File: config.mk
export PLATFORM = sky130hd
export DESIGN_NAME = div_seq
export DESIGN_NICKNAME = d
export VERILOG_FILES = /design/src/rtl/div_seq.sv
export SDC_FILE = /design/constraint.sdc
export NUM_CORES = 1
export LEC_CHECK = 0
export ABC_AREA = 1
export CAP_MARGIN = 30
export CELL_PAD_IN_SITES_DETAIL_PLACEMENT = 1
export CELL_PAD_IN_SITES_GLOBAL_PLACEMENT = 1
export CORE_UTILIZATION = 40
export DETAILED_ROUTE_END_ITERATION = 8
export HOLD_SLACK_MARGIN = 0.03
export PLACE_DENSITY_LB_ADDON = 0.15
export SLEW_MARGIN = 20
export SYNTH_ARGS = -nofsm -noshare
export SYNTH_HDL_FRONTEND = slang
export SYNTH_SLANG_ARGS = --single-unit
File: constraint.sdc
create_clock -name clk -period 3 [get_ports clk]
set_clock_uncertainty 0.2 [all_clocks]
set_input_delay 0.3 -clock clk [delete_from_list [all_inputs] [get_ports clk]]
set_output_delay 0.3 -clock clk [all_outputs]
set_load 0.03 [all_outputs]
File: src/rtl/div_seq.sv
// Multi-cycle restoring divider for DIV/DIVU issued from EX.
// Returns {remainder, quotient}; one quotient bit per clock.
module div_seq #(
    parameter int WIDTH = 32
) (
    input  logic               clk,
    input  logic               rst,
    input  logic               signed_div_i,
    input  logic [WIDTH-1:0]   opdata1_i,
    input  logic [WIDTH-1:0]   opdata2_i,
    input  logic               start_i,
    input  logic               annul_i,
    output logic [2*WIDTH-1:0] result_o,
    output logic               ready_o,
    output logic               busy_o
);

    localparam int CW = $clog2(WIDTH + 1);

    typedef enum logic [1:0] {
        S_FREE,
        S_BYZERO,
        S_ON,
        S_END
    } state_e;

    state_e             state_q, state_d;
    logic [CW-1:0]      cnt_q, cnt_d;
    logic [WIDTH-1:0]   dvd_q, dvd_d;
    logic [WIDTH-1:0]   dvs_q, dvs_d;
    logic [WIDTH-1:0]   rem_q, rem_d;
    logic               qneg_q, qneg_d;
    logic               rneg_q, rneg_d;
    logic [2*WIDTH-1:0] result_q, result_d;
    logic               ready_q, ready_d;

    logic [WIDTH:0]     partial;
    logic [WIDTH:0]     diff;
    logic [WIDTH-1:0]   quot_fix;
    logic [WIDTH-1:0]   rem_fix;

    // dvd_q shifts dividend bits out the top and quotient bits in the bottom
    always_comb begin
        partial  = {rem_q, dvd_q[WIDTH-1]};
        diff     = partial - {1'b0, dvs_q};
        quot_fix = qneg_q ? -dvd_q : dvd_q;
        rem_fix  = rneg_q ? -rem_q : rem_q;

        state_d  = state_q;
        cnt_d    = cnt_q;
        dvd_d    = dvd_q;
        dvs_d    = dvs_q;
        rem_d    = rem_q;
        qneg_d   = qneg_q;
        rneg_d   = rneg_q;
        result_d = result_q;
        ready_d  = ready_q;

        unique case (state_q)
            S_FREE: begin
                ready_d  = 1'b0;
                result_d = '0;
                if (start_i && !annul_i) begin
                    if (opdata2_i == '0) begin
                        state_d = S_BYZERO;
                    end else begin
                        dvd_d   = (signed_div_i && opdata1_i[WIDTH-1])
                                  ? -opdata1_i : opdata1_i;
                        dvs_d   = (signed_div_i && opdata2_i[WIDTH-1])
                                  ? -opdata2_i : opdata2_i;
                        qneg_d  = signed_div_i
                                  && (opdata1_i[WIDTH-1] ^ opdata2_i[WIDTH-1]);
                        rneg_d  = signed_div_i && opdata1_i[WIDTH-1];
                        rem_d   = '0;
                        cnt_d   = '0;
                        state_d = S_ON;
                    end
                end
            end
            S_BYZERO: begin
                result_d = '0;
                ready_d  = 1'b0;
                state_d  = annul_i ? S_FREE : S_END;
            end
            S_ON: begin
                if (annul_i) begin
                    state_d  = S_FREE;
                    ready_d  = 1'b0;
                    result_d = '0;
                end else if (cnt_q != CW'(WIDTH)) begin
                    rem_d = diff[WIDTH] ? partial[WIDTH-1:0] : diff[WIDTH-1:0];
                    dvd_d = {dvd_q[WIDTH-2:0], ~diff[WIDTH]};
                    cnt_d = cnt_q + CW'(1);
                end else begin
                    result_d = {rem_fix, quot_fix};
                    ready_d  = 1'b1;
                    state_d  = S_END;
                end
            end
            S_END: begin
                if (start_i) begin
                    ready_d = 1'b1;
                end else begin
                    ready_d  = 1'b0;
                    result_d = '0;
                    state_d  = S_FREE;
                end
            end
            default: state_d = S_FREE;
        endcase
    end

    always_ff @(posedge clk) begin
        if (!rst) begin
            state_q  <= S_FREE;
            cnt_q    <= '0;
            dvd_q    <= '0;
            dvs_q    <= '0;
            rem_q    <= '0;
            qneg_q   <= 1'b0;
            rneg_q   <= 1'b0;
            result_q <= '0;
            ready_q  <= 1'b0;
        end else begin
            state_q  <= state_d;
            cnt_q    <= cnt_d;
            dvd_q    <= dvd_d;
            dvs_q    <= dvs_d;
            rem_q    <= rem_d;
            qneg_q   <= qneg_d;
            rneg_q   <= rneg_d;
            result_q <= result_d;
            ready_q  <= ready_d;
        end
    end

    assign result_o = result_q;
    assign ready_o  = ready_q;
    assign busy_o   = (state_q == S_BYZERO) || (state_q == S_ON);

endmodule

# == Word level (Yosys, flattened, before mapping) ==
# Cells that the tools add are included.
# op_classes
n_addsub,6
n_eq_ne,10
mux,35
bitwise_logic,3
reduce_logical,14
# op_table
operator,n
32-bit two-way mux,13
64-bit two-way mux,3
64-bit one-hot mux with 3 select lines,1
32-bit negator,4
32-bit one-hot mux with 2 select lines,2
33-bit by 32-bit subtractor with 33-bit output,1
32-bit zero test,1
6-bit two-way mux,4
2-bit two-way mux,6
6-bit one-hot mux with 2 select lines,1
"2-bit inequality test, second input constant",5
2-bit one-hot mux with 4 select lines,1
"6-bit by 1-bit adder with 6-bit output, second input constant",1
"6-bit inequality test, second input constant",1
3-bit AND reduction,2
5-bit AND reduction,1
"2-bit equality test, second input constant",2
1-bit logical AND,4
1-bit two-way mux,3
"3-bit inequality test, second input constant",1
1-bit one-hot mux with 3 select lines,1
"2-bit by 1-bit equality test with 1-bit output, second input constant",1
2-bit zero test,1
1-bit NOT,2
other kinds (6),6
# totals
reg_bits,171
input_bits,69
out_inout_bits,66

# == Longest topological paths before layout ==
# depth
word_depth,5
depth_mapped,18

# == Least setup slack after synthesis ==
# OpenSTA, ideal clock, no wires.
# synth_timing
kind,register to register
from,reg dvd_q[31]
to,reg rem_q[12]
setup_time_ps,132
t_arrival_ps,2085
required_ps,2668
slack_ps,582
stages_incl_launch_ff,19
synth_period_minus_slack_ps,2418
cell_sequence,dfxtp_1 -> inv_1 -> ha_1 -> fa_1 -> inv_1 -> nand2_1 -> nand2_1 -> nand3_1 -> nand2_2 -> nand2_2 -> nand2_2 -> nand2_4 -> nand2_4 -> nand2_4 -> nand2_2 -> buf_6 -> nand2_1 -> nand3_1 -> a21oi_1
# synth_via
elab_chain_cells,5
# synth_rtl
element,line_no,text
"start, declared",29,"logic [WIDTH-1:0] dvd_q, dvd_d;"
"start signal, assigned",127,dvd_q <= dvd_d;
33-bit by 32-bit subtractor with 33-bit output,45,"diff = partial - {1'b0, dvs_q};"
32-bit two-way mux,91,rem_d = diff[WIDTH] ? partial[WIDTH-1:0] : diff[WIDTH-1:0];
32-bit two-way mux,90,end else if (cnt_q != CW'(WIDTH)) begin
32-bit two-way mux,86,if (annul_i) begin
32-bit one-hot mux with 2 select lines,59,unique case (state_q)
"end signal, assigned",129,rem_q <= rem_d;
"end, declared",31,"logic [WIDTH-1:0] rem_q, rem_d;"
# No other way between the ends. The select of a mux whose other input is x is not followed.
# A chain may end at the register's enable or synchronous reset.

# == Worst setup path after layout ==
# layout_timing
from,reg rem_q[22]
to,reg rem_q[16]
# layout_via
elab_chain_cells,5
# layout_rtl
element,line_no
33-bit by 32-bit subtractor with 33-bit output,45
32-bit two-way mux,91
32-bit two-way mux,90
32-bit two-way mux,86
32-bit one-hot mux with 2 select lines,59
# No other way between the ends. The select of a mux whose other input is x is not followed.

==> reports/qor.yml <==
synthTopCellsByArea: "dfxtp_1 (26%), nand2_1 (19%), inv_1 (8.3%), a21oi_1 (8.2%), nand3_1 (8.2%)"
setup-tns-final_ns: 0
place_area_mm2: 0.0149
rsz0062_at_grt: "no"
rows: 65
grt_pass1_wl_um: 78500
startpoint_type: "register"
cts-root-buf: "clkbuf_16"
first_pass_iters: 5
ir_worst_vdd_mv: 0.494
dr_wl_met2_um: 22400
ys_types: 48
die_h_um: 182
synth_xor_area_frac: 0.0390
io_pins: 135
vias: 14700
ys_ff_latch: 171
grt_overflow: 0
clock_sinks: 171
setup_viol: 0
utilization: 0.486
grt_usage: 0.299
cts_tree: "yes"
min_period_ns: 2.75
synthDominantCellAreaShare: 0.263
gp_congestion: 0.917
grt_max_degree: 109
met1_length_um: 23800
yosysTopAreaCell: "dfxtp_1"
die_area_mm2: 0.0333
wl_met3_um: 1670
routed.top_layer: "met4"
syn_area_mm2: 0.0130
ys_seq_area_frac: 0.263
power.density_mw_per_mm2: 644
syn_inst: 2199
worst_setup_path_end_kind: "register"
max_freq_mhz: 364
cts_resized: 0
cp_data_required_time_ns: 3.11
remaining_drc_errors: 0
antenna_found_initial: 0
grt_pass1_vias: 14700
insertion_delay_ns: 0.46
start_util: 0.409
wl_per_cell_um: 17.7
area_delta_synth_final_pct: 18.8
fp.dieW_um: 182
min-delay-path-class: "register to register"
drt-initial-drc-count: 984
post_synth.cell_area_avg_um2: 5.92
core_area_mm2: 0.0318
synthAdderAreaFrac: 0.0419
slew_headroom: 0.562
finalCritPeriodShare: 0.917
muxShareOfSynthArea: 0.000769
hold_viol_final: 0
path_clk_slew_ns: 0.08
arrival_ns: 2.86
crit_type: "register to register"
yosysWarnings: 0
drv_slew: 0
worstMarginPinSlew_ns: 0.657
drive_gt1_frac: 0.0551
postRouteAntennaNets: 0
syn-num-nets: 2311
vias_per_cell: 5.33
synth_compound_area_frac: 0.151
final_nets: 2423
whs_ns: 0.265
totalWireLength_um: 48900
p_leak_nw: 7.09
ctsLongestPathBuffers: 2
fillers: 4394
stdcell_area_mm2: 0.0155
crit_fanout: 15
cts_made_buffers: 17
io_buffers: 134
dpl.hpwl_um: 38700
maxCapViolations: 0
outcome: "finished clean"
ctsHtreeMaxLevel: 4
n_antenna_cell: 0
synth_top_family_by_area: "simple AND/OR/NAND/NOR gates"
holdBufCountCts: 0
postCtsSetupBuffers: 0
synthSimpleGateAreaFrac: 0.387
[registers in the layout, summed over array words and instances, names as in the netlist]
signal and cells:
cnt_q 6, dvd_q 32, dvs_q 32, qneg_q 1
ready_o 1, rem_q 32, result_o 64, rneg_q 1
state_q 2
[power by group]
group	leakage [nW]	internal, W	switching, W
Sequential	1.39	0.00257	0.000341
Combinational	5.44	0.00150	0.00340
Clock	0.267	0.00111	0.00102
[layout make-up]
cell class / instances / area [µm²] / area share
clock buffer: 20 / 457 / 0.0295
inverter: 304 / 1140 / 0.0740
sequential: 171 / 3420 / 0.222
tap: 435 / 544 / 0.0352
clock inverter: 11 / 87.6 / 0.00567
multi-input combinational: 1644 / 8080 / 0.523
timing repair buffer: 173 / 1720 / 0.111
[cell usage after synthesis, drive strengths merged]
| master | count |
|---|---|
| ha | 42 |
| xnor2 | 11 |
| o41ai | 1 |
| and2 | 3 |
| a211oi | 9 |
| fa | 1 |
| buf | 34 |
| nand4 | 28 |
| o21ai | 114 |
| nor2 | 188 |
| clkbuf | 46 |
| xor2 | 47 |
| nand3 | 217 |
| nand2 | 668 |
| a22oi | 1 |
| a21oi | 217 |
| nand3b | 20 |
| a31oi | 3 |
| dfxtp | 171 |
| a21boi | 1 |
| a32oi | 1 |
| inv | 303 |
| or2 | 11 |
| a21o | 2 |
| o211ai | 12 |
| o21bai | 5 |
| a31o | 1 |
| nor3 | 30 |
| and3 | 2 |
| clkinv | 1 |
| o31ai | 2 |
| mux2i | 1 |
| nor4 | 6 |
[stage by stage]
| step | power, W | std cells | setup slack, ns |
|---|---|---|---|
| after floorplan | 0.00609 | 2199 | 0.582 |
| after global placement | 0.00759 | 2727 | 0.245 |
| after detailed placement | 0.00774 | 2727 | 0.192 |
| after CTS | 0.00989 | 2758 | 0.270 |
| after global routing | 0.0106 | 2758 | 0.0812 |
| final | 0.00995 | 2758 | 0.249 |
[logic make-up (layout without fill, tap and decap cells)]
group / count (synthesis) / after routing
multiplexers: 1 / 1
AO/OA/AOI/OAI: 369 / 369
AND/OR/NAND/NOR: 1173 / 1173
XOR/XNOR: 58 / 58
adder cells (fa/ha/maj): 43 / 43
buffers and inverters: 384 / 508
flip-flops: 171 / 171
[metal layers]
metal / vias up / GRT usage
met2: 277 / 0.492
met4: 0 / 0.0830
met5: - / 0
met3: 48 / 0.0307
met1: 7074 / 0.414
li1: 7293 / -
[layout by cell type, fill, tap and decap left out, types with 4 or more instances in the layout]
cell type        instances
inv_1                  288
nor2_1                 184
xnor2_1                 11
nand2_1                654
clkbuf_16               17
dfxtp_1                171
o21ai_0                106
buf_4                   32
nand4_1                 28
nand2_4                  5
nor2_2                   4
o211ai_1                12
or2_2                   10
o21ai_1                  7
nand2_2                  9
a21oi_1                213
buf_12                   7
xor2_1                  47
clkinv_4                 5
ha_1                    42
nor4_1                   6
a211oi_1                 9
o21bai_1                 5
inv_2                   14
clkdlybuf4s50_1        134
nor3_1                  26
nor3_2                   4
nand3_1                212
nand3b_1                20
[path summary, 6_finish.rpt]
path           startpoint      endpoint  slack, ns  cells after the start
max             rem_q[22]     rem_q[16]       0.25                     13
max reg2reg     rem_q[22]     rem_q[16]       0.25                     13
min reg2reg  result_o[61]  result_o[61]       0.26                      2
min          result_o[61]  result_o[61]       0.26                      2
[worst max-delay path: stages, from the launching register on]
cell	delay [ns]
dfxtp_1	0.56
ha_1	0.37
nand2_1	0.17
inv_2	0.05
nand2_1	0.06
nand2_1	0.07
inv_1	0.06
nand2_1	0.10
a21oi_4	0.26
nand3_2	0.18
nand2_2	0.28
nand2_1	0.09
nand3_1	0.08
a21oi_1	0.06
Note: power is estimated with default switching activity, not from simulation.
